### src/rtl/change_event_fifo.sv
// Change-event capture FIFO: stores {gap, timestamp, data} on each enabled trigger and
// streams entries out first-word-fall-through on a valid/ready interface.
`timescale 1ns / 1ps

module change_event_fifo #(
   parameter int unsigned DATA_W = 4,
   parameter int unsigned TS_W   = 27,
   parameter int unsigned DEPTH  = 16,
   parameter int unsigned ADDR_W = 4
) (
   input  logic                     clk,
   input  logic                     reset_n,
   input  logic                     trigger,
   input  logic [DATA_W-1:0]        data,
   input  logic                     enable,
   output logic                     out_valid,
   input  logic                     out_ready,
   output logic [TS_W+DATA_W:0]     out_data,
   output logic [ADDR_W:0]          level,
   output logic [15:0]              drop_cnt
);

   localparam int unsigned EntryW = 1 + TS_W + DATA_W;
   localparam logic [ADDR_W:0] LevelFull = DEPTH[ADDR_W:0];

   logic [TS_W-1:0]   ts_q;
   logic [ADDR_W-1:0] wr_ptr_q, rd_ptr_q;
   logic [ADDR_W:0]   level_q;
   logic [15:0]       drop_cnt_q;
   logic              gap_q;
   logic [EntryW-1:0] mem_q [DEPTH];

   logic full, req, push, pop, drop;

   always_comb begin
      full      = (level_q == LevelFull);
      out_valid = (level_q != '0);
      pop       = out_valid & out_ready;
      req       = trigger & enable;
      // A pop frees the slot in the same cycle, so a full FIFO can still accept.
      push      = req & (~full | pop);
      drop      = req & ~push;
      out_data  = out_valid ? mem_q[rd_ptr_q] : '0;
      level     = level_q;
      drop_cnt  = drop_cnt_q;
   end

   always_ff @(posedge clk) begin
      if (!reset_n) begin
         ts_q       <= '0;
         wr_ptr_q   <= '0;
         rd_ptr_q   <= '0;
         level_q    <= '0;
         drop_cnt_q <= '0;
         gap_q      <= 1'b0;
      end else begin
         ts_q <= ts_q + TS_W'(1);
         if (push) wr_ptr_q <= wr_ptr_q + ADDR_W'(1);
         if (pop)  rd_ptr_q <= rd_ptr_q + ADDR_W'(1);
         unique case ({push, pop})
            2'b10:   level_q <= level_q + (ADDR_W + 1)'(1);
            2'b01:   level_q <= level_q - (ADDR_W + 1)'(1);
            default: level_q <= level_q;
         endcase
         if (drop) begin
            gap_q <= 1'b1;
            if (drop_cnt_q != 16'hFFFF) drop_cnt_q <= drop_cnt_q + 16'd1;
         end else if (push) begin
            gap_q <= 1'b0;
         end
      end
   end

   // Storage needs no reset: pointers and level define which words are live.
   always_ff @(posedge clk) begin
      if (reset_n && push) mem_q[wr_ptr_q] <= {gap_q, ts_q, data};
   end

endmodule
### config.mk
export PLATFORM = sky130hd
export DESIGN_NAME = change_event_fifo
export DESIGN_NICKNAME = d
export VERILOG_FILES = /design/src/rtl/change_event_fifo.sv
export SDC_FILE = /design/constraint.sdc
export NUM_CORES = 1
export LEC_CHECK = 0
export CAP_MARGIN = 20
export CORE_ASPECT_RATIO = 1.1
export CORE_MARGIN = 3
export CORE_UTILIZATION = 55
export CTS_BUF_LIST = sky130_fd_sc_hd__clkbuf_4
export DETAILED_ROUTE_END_ITERATION = 12
export PLACE_DENSITY = 0.75
export SLEW_MARGIN = 20
export SYNTH_ARGS = -nofsm -noshare
export SYNTH_HDL_FRONTEND = slang
export SYNTH_SLANG_ARGS = --single-unit
### constraint.sdc
create_clock -name clk -period 3 [get_ports clk]
set_input_delay 0.3 -clock clk [delete_from_list [all_inputs] [get_ports clk]]
set_output_delay 0.3 -clock clk [all_outputs]
set_load 0.01 [all_outputs]
Word-level counts from Yosys, hierarchy flattened

Memories as Yosys holds them, arrays and structs flattened. A register that Yosys moved wholly into a read port is not among the register bits.
Index checks and enable logic that the tools add are counted.

Register bits: 57
RAM bits: 512
Output and inout bits: 54
Memories: 1

Add/subtract/negate cells: 6
Equal/unequal tests: 4
Multiplexer cells: 8
Bitwise operators: 7
Reductions and logical operators: 5

Memory list:

| memory | depth | width | read ports | clocked after memory_dff | wr ports | line | text |
|---|---|---|---|---|---|---|---|
| mem_q  | 16    | 32    | 1          | 1                        | 1        | 31   | `logic [EntryW-1:0] mem_q [DEPTH];` |

Operators with widths:

| cell                    | number |
|---|---|
| $mux W32                | 1 |
| $add A27 B1 Y27 const B | 1 |
| $add A16 B1 Y16 const B | 1 |
| $ne A16 B16 Y1 const B  | 1 |
| $pmux W5 S2             | 1 |
| $add A4 B1 Y4 const B   | 2 |
| $mux W4                 | 2 |
| $add A5 B1 Y5 const B   | 1 |
| $eq A5 B5 Y1 const B    | 1 |
| $reduce_bool A5 Y1      | 1 |
| $sub A5 B1 Y5 const B   | 1 |
| $and A1 B1 Y1           | 4 |
| $mux W1                 | 4 |
| $reduce_bool A2 Y1      | 2 |
| $eq A2 B1 Y1 const B    | 1 |
| $eq A2 B2 Y1 const B    | 1 |
| $not A1 Y1              | 2 |
| $reduce_and A2 Y1       | 1 |
| $logic_and A1 B1 Y1     | 1 |
| $or A1 B1 Y1            | 1 |

Longest topological paths before layout

Gate-level depths: netlist of run 1.

Word-level depth: 7
Gate-level depth with buffers: 8
Depth with buffers taken out: 8

Worst setup path after synthesis of run 1

Ideal clock, no wire load.

Kind: reg-to-reg
From: register level_q[4], in the netlist level[4]
To: memory mem_q[12][0] (netlist bit) (enable)
Library setup time: 0.421 ns
Arrival: 2.784 ns
Data required time: 2.579 ns
Setup slack: -0.205 ns
Cell stages (with the launch flop): 6
Buffers on the path: 1
Period minus slack after synthesis: 3.205 ns
Cells stage by stage: dfxtp_1 > clkbuf_1 > nor2b_1 > a21oi_1 > nand2_1 > nor2_1

Longest elaborated chain between the ends: 7
Elaborated cells between the ends (all ways): 9
Classes of those cells: 1 x eq/ne; 2 x mux; 4 x bitwise; 2 x reduce/logical

Ends and longest elaborated chain:

| item                                               | line   | text |
|---|---|---|
| start, declared                                    | 28     | `logic [ADDR_W:0] level_q;` |
| start signal, assigned                             | 61     | `2'b10: level_q <= level_q + (ADDR_W + 1)'(1);` |
| start signal, assigned                             | 62     | `2'b01: level_q <= level_q - (ADDR_W + 1)'(1);` |
| start signal, assigned                             | 63     | `default: level_q <= level_q;` |
| $reduce_bool A5 Y1 or $eq A5 B5 Y1 (tied branches) | 37, 36 |  |
| $and A1 B1 Y1 or $not A1 Y1 (tied branches)        | 38, 41 |  |
| $or A1 B1 Y1 *                                     | 41     | `push = req & (~full \| pop);` |
| $and A1 B1 Y1 *                                    | 41     |  |
| $logic_and A1 B1 Y1 *                              | 76     | `if (reset_n && push) mem_q[wr_ptr_q] <= {gap_q, ts_q, data};` |
| $mux W1 *                                          | 76     |  |
| $mux W1 (implied by the code) *                    | 76     |  |
| end, declared                                      | 31     |  |

Every way passes the cells marked *; elsewhere a longest branch is shown, timed or not.

==> results of run 1 <==
## metrics by stage
step,util (%),area [µm²],worst slack [ns]
3_3_place_gp,61.2,24300,0.386
4_1_cts,66.8,26500,-0.162
6_report,67.4,26700,0.0232
2_1_floorplan,-,22400,-0.205
3_5_place_dp,61.2,24300,0.388
5_1_grt,67.4,26700,-0.109
## critical path: stages (launching register included)
cell and delay [ns]:
dfxtp_4 0.39, buf_12 0.14, buf_16 0.12, buf_12 0.12, buf_4 0.12, mux4_2 0.50, mux2i_1 0.20, o22ai_2 0.12
clkbuf_2 0.14
## metal layers
metal / track usage [%] / wire [µm] / part of all wire [%] / vias up
li1: - / - / - / 5325
met1: 31.5 / 19500 / 40 / 6353
met2: 37.8 / 25100 / 51 / 522
met3: 4.99 / 3660 / 7.5 / 74
met4: 6.94 / 821 / 1.7 / 0
met5: 0 / 0 / 0 / -
## Yosys cell counts, types with 3 or more instances
| master | n | area (µm²) |
|---|---|---|
| o21a_1 | 3 | 22.5 |
| nand4_1 | 9 | 56.3 |
| clkbuf_1 | 32 | 120 |
| nand2_1 | 35 | 131 |
| mux4_2 | 128 | 2880 |
| xnor2_1 | 7 | 61.3 |
| dfxtp_1 | 61 | 1220 |
| buf_2 | 16 | 80.1 |
| o22ai_1 | 32 | 200 |
| o311ai_0 | 4 | 35.0 |
| and4_1 | 7 | 61.3 |
| inv_1 | 10 | 37.5 |
| and3_1 | 4 | 25.0 |
| a21oi_1 | 21 | 105 |
| o41ai_1 | 4 | 35.0 |
| edfxtp_1 | 512 | 15400 |
| xor2_1 | 10 | 87.6 |
| mux2i_1 | 75 | 751 |
| or3_1 | 4 | 25.0 |
| o21ai_0 | 5 | 25.0 |
| nor2_1 | 37 | 139 |
| buf_1 | 7 | 26.3 |
| nor3_1 | 4 | 20.0 |
| and2_1 | 3 | 18.8 |
| nand3_1 | 18 | 90.1 |
| nand2b_1 | 11 | 68.8 |
| or4_1 | 17 | 128 |
| ha_1 | 10 | 125 |
| o31ai_1 | 15 | 113 |
## registers in the layout, summed over array words and instances, names as in the netlist, named ones only
signal and flops:
wr_ptr_q 4, mem_q 512, drop_cnt 16, rd_ptr_q 4
level 5, gap_q 1, ts_q 27
## power by group through the flow
stage          combinational [mW]  clock, mW  sequential [mW]
2_1_floorplan                1.95          0             8.91
3_3_place_gp                 3.19          0             8.96
3_5_place_dp                 3.20          0             8.96
4_1_cts                      3.44       6.57             8.76
5_1_grt                      3.95       7.05             8.75
6_report                     3.72       6.43             8.75
## cell families (layout without fill, tap and decap cells)
family	after synthesis	count (layout)
flip-flops	573	573
multiplexers	203	203
AND/OR/NAND/NOR	169	169
AO/OA/AOI/OAI	96	96
buffers and inverters	67	430
XOR/XNOR	17	17
adder cells (fa/ha/maj)	11	11
other	0	2
## how the worst max path moves through the flow
stage / from / endpoint
2_1_floorplan: level[4] / mem_q[12][0]
3_3_place_gp: register / out_data[15]
3_5_place_dp: level[0] / level[4]
4_1_cts: register / out_data[25]
5_1_grt: register / out_data[16]
6_report: register / out_data[16]
## area by class of cell
cell class,instances,area [µm²],share of cell area (%)
diodes,2,5.00,0.0187
clock buffers,192,1440,5.39
clock inverters,63,389,1.46
inverters,11,41.3,0.154
multi-input cells,496,5710,21.4
flip-flops and latches,573,16600,62.1
well taps,507,634,2.37
repair buffers,164,1910,7.14
## timing repair
| item | 4_1_cts | 5_1_grt |
|---|---|---|
| endpoints found under the setup margin | 32 | 29 |
| cloned | 5 | 3 |
| hold buffers | 0 | 0 |
| pin swaps | 3 | 6 |
| setup buffers | 23 | 23 |
| resized for setup | 106 | 38 |
==> impl_metrics.json, run 1 <==
{
  "yosysSeqAreaShare_pct": 74.1,
  "grt_overflow": 0,
  "grt.total_usage_pct": 23.0,
  "finalMaxSlewViolations": 0,
  "rsz0062_at_grt": "yes",
  "fin_hold_ws_ns": 0.349,
  "skew_ns": 0.0565,
  "power.switching_mw": 4.88,
  "drt_iter0_markers": 1153,
  "cts_buffers": 141,
  "grt_first_pass_wirelength_um": 74000,
  "synth-simple-area-share_pct": 4.28,
  "synth_compound_area_share_pct": 2.87,
  "initial_utilization_pct": 56.5,
  "clk_path_buf_depth": 3,
  "ir_worst_vdd_mv": 0.759,
  "drt-wirelength-per-cell_um": 24.4,
  "path_class": "reg2out",
  "cp.arrival_ns": 2.68,
  "layout_commonest_cell": "edfxtp_1",
  "vias": 12300,
  "holdPathEnd": "gap_q",
  "required_ns": 2.70,
  "grt_max_degree": 44,
  "core_area_mm2": 0.0397,
  "die_y_um": 218,
  "synth_xor_xnor_area_share_pct": 0.665,
  "syn-num-nets": 1156,
  "area_growth_pct": 19.4,
  "hpwl_um": 24200,
  "synth_edf_count": 512,
  "clkPwrFrac_pct": 34.0,
  "dr.pass1.iters": 5,
  "htreeDepth": 4,
  "synthArstFlopShare_pct": 0,
  "p_leak_nw": 8.63,
  "cts_root_buf": "clkbuf_4",
  "netlist_instances": 1136,
  "muxShareOfSynthArea_pct": 16.2,
  "synth_flop_cell": "edfxtp_1",
  "synthAdderAreaFrac_pct": 0.648,
  "p_comb_share_pct": 19.7,
  "ios": 63,
  "drt_wl_total_um": 49000,
  "grt_pass1_vias": 12800,
  "internal_power_mw": 14.0,
  "hold_viol_final": 0,
  "drc": 0,
  "syn-cell-area_mm2": 0.0224,
  "final_cells": 2008,
  "synthDistinctLibCells": 58,
  "synth_top_family_by_area": "multiplexers",
  "reg2reg_depth": 8,
  "vias_per_cell": 6.11,
  "finalSetupTns_ns": 0,
  "fmax_mhz": 336,
  "drive_gt1_share_pct": 33.5,
  "die-area_mm2": 0.0432,
  "place_inst": 1701,
  "setup_viol": 0,
  "crit_path_end_kind": "output port",
  "mostFrequentLayoutCells": "edfxtp_1, clkbuf_4, mux4_2",
  "reg2reg_to": "level[4]",
  "clock_latency_ns": 0.84,
  "synth-seq-cells": 573,
  "run_status": "finished clean",
  "r2r_setup_slack_ns": 0.40,
  "hp-class": "in2reg",
  "fill_cells": 2490,
  "worst_setup_path_start_kind": "register",
  "finalCriticalPeriod_ns": 2.98,
  "nets": 1407,
  "portBuffers": 62,
  "min_from": "trigger",
  "rr_startpoint": "level[3]",
  "drv_cap": 0,
  "die_x_um": 198,
  "ys_warn_count": 0,
  "clkTransAtPathRegs_ns": 0.07,
  "power-per-cell-area_mw_per_mm2": 707,
  "worst_pin_slew_ns": 0.942,
  "post-route-period-util_pct": 99.2,
  "switching_share_pct": 25.8,
  "path_max_fanout": 7,
  "antenna_found_initial": 1,
  "power_mw": 18.9,
  "pwr-share-seq_pct": 46.3,
  "slew_headroom_pct": 37.2,
  "clock_sinks": 573,
  "worstHoldPathCells": 4,
  "postSynthAreaPerCell_um2": 19.7,
  "gp_congestion": 0.762,
  "cts_tree": "done",
  "ant_nets": 0,
  "row_count": 76
}
(Power assumes the default switching activity.)
==> run 2: changes to the inputs <==
- REMOVE_ABC_BUFFERS: not set -> 1
==> run 2 against run 1 <==
Worst setup slack gained 0.034 ns. Combinational power about the same. Largest cell class unchanged. Clock power rose by 3%. Maximum frequency is 1.2% higher. Cell count is 0.90% lower. Core utilization down 0.14 points. Critical endpoint is now out_data[17]. Highest routed layer unchanged. Power increased by 0.93%.
==> impl_metrics.json, run 2 (synthesized netlist as in run 1, its figures left out) <==
{
  "clock_latency_ns": 0.81,
  "place_ws_ns": 0.389,
  "path_max_fanout": 12,
  "crit_path_cell_trace": "buf_4 > buf_16 > mux4_2 > mux2i_1 > o22ai_2 > dlygate4sd2_1",
  "rsz0062_at_grt": "yes",
  "grt_first_pass_wirelength_um": 76500,
  "required_ns": 2.70,
  "fmax_mhz": 340,
  "reg2reg_depth": 8,
  "cts_root_buf": "clkbuf_4",
  "finalCriticalPeriod_ns": 2.94,
  "min_from": "enable",
  "setup_viol": 0,
  "holdPathEnd": "gap_q",
  "layout_commonest_cell": "edfxtp_1",
  "path_class": "reg2out",
  "area_growth_pct": 19.1,
  "place_area_mm2": 0.0242,
  "cts_tree": "done",
  "die_y_um": 218,
  "hp-class": "in2reg",
  "vias": 12200,
  "worst_setup_path_start_kind": "register",
  "drt_iter0_markers": 1219,
  "max_stage_delay_ns": 0.51,
  "hold_viol_final": 0,
  "finalSetupTns_ns": 0,
  "cts_buffers": 139,
  "clkTransAtPathRegs_ns": 0.06,
  "core_area_mm2": 0.0397,
  "cp.arrival_ns": 2.64,
  "top_register": "mem_q",
  "skew_ns": 0.0378,
  "ir_worst_vdd_mv": 0.687,
  "final_area_mm2": 0.0267,
  "drive_gt1_share_pct": 35.2,
  "antenna_found_initial": 1,
  "ant_nets": 0,
  "clk_path_buf_depth": 3,
  "post-route-period-util_pct": 98.1,
  "hpwl_um": 25400,
  "fin_hold_ws_ns": 0.344,
  "drt_wl_total_um": 50100,
  "power-per-cell-area_mw_per_mm2": 715,
  "portBuffers": 62,
  "initial_utilization_pct": 56.5,
  "worst_pin_slew_ns": 0.850,
  "r2r_setup_slack_ns": 0.41,
  "mostFrequentLayoutCells": "edfxtp_1, clkbuf_4, mux4_2",
  "grt_max_degree": 49,
  "worstHoldPathCells": 4,
  "drv_cap": 0,
  "grt.total_usage_pct": 24.1,
  "die-area_mm2": 0.0432,
  "slew_headroom_pct": 43.4,
  "drc": 0,
  "slowest_stage": "mux4_2",
  "grt_pass1_vias": 12800,
  "drt-wirelength-per-cell_um": 25.2,
  "largest_reg_flops": 512,
  "die_x_um": 198,
  "setup_slack_ns": 0.0573,
  "vias_per_cell": 6.13,
  "run_status": "finished clean",
  "rr_startpoint": "level[3]",
  "ios": 63,
  "nets": 1406,
  "gp_congestion": 0.780,
  "grt_overflow": 0,
  "p_leak_nw": 8.63,
  "htreeDepth": 4,
  "clock_sinks": 573,
  "row_count": 76,
  "crit_path_end_kind": "output port",
  "reg2reg_to": "level[4]",
  "dr.pass1.iters": 5,
  "finalMaxSlewViolations": 0
}
## run 2: cell count changes in the layout (fill, tap and decap cells not counted), moves of 3 or more
cell / before / now
buf_16: 6 / 12
clkbuf_2: 3 / 13
bufinv_16: 5 / 8
buf_4: 49 / 60
dlygate4sd2_1: 10 / 1
clkinv_2: 8 / 4
clkbuf_4: 192 / 195
mux2i_2: 3 / 10
o22ai_2: 3 / 6
mux2i_1: 72 / 64
o22ai_1: 29 / 26
clkinv_1: 43 / 24
buf_6: 11 / 6
buf_12: 32 / 23
## run 2: through the flow
step	util [%]	power, mW	std cells
finish	67.3	19.1	1990
global route	67.3	19.9	1990
CTS	67.0	19.2	1970
detailed placement	60.9	12.1	1705
global placement	60.9	12.1	1705
floorplan	-	11.0	1080
## run 2: critical path: cells and delay by family (launching register included)
family	cells	cell delay (ns)
DFF	1	0.40
buffers and inverters	3	0.60
AOI/OAI and AO/OA	1	0.14
muxes	2	0.70
## run 2: power by group
| group | internal [mW] | leakage, nW | switching [mW] |
|---|---|---|---|
| Sequential | 8.67 | 5.19 | 0.0828 |
| Clock | 3.68 | 1.09 | 2.95 |
| Combinational | 1.90 | 2.35 | 1.79 |
| Total | 14.3 | 8.63 | 4.82 |
## run 2: repair_timing
item | in CTS | in global routing
gates cloned | 11 | 1
resized for setup | 118 | 44
setup endpoints to repair | 32 | 32
pin swaps | 3 | 8
hold buffers | 0 | 0
setup buffers | 17 | 19
## run 2: final cells by class
type / count / area [µm²]
fill: 2503 / 13000
timing repair buffer: 165 / 1820
inverter: 11 / 41.3
clock buffer: 195 / 1460
multi-input combinational: 496 / 5740
tap: 507 / 634
clock inverter: 42 / 377
sequential: 573 / 16600
antenna: 1 / 2.50
## run 2: worst max-delay path by stage
stage | startpoint | to | slack, ns
6_report | register | out_data[17] | 0.06
5_1_grt | register | out_data[13] | -0.12
2_1_floorplan | register | out_data[0] | -3.61
4_1_cts | register | out_data[26] | -0.03
3_5_place_dp | out_ready | mem_q[2][15] | 0.39
3_3_place_gp | out_ready | mem_q[5][3] | 0.44
## run 2: layer usage
metal / vias to the layer above / track usage [%] / wire length [µm]
met3: 101 / 5.55 / 4200
met5: - / 0 / 0
met4: 0 / 10.1 / 1520
met1: 6185 / 32.4 / 19400
li1: 5302 / - / -
met2: 607 / 38.4 / 24900
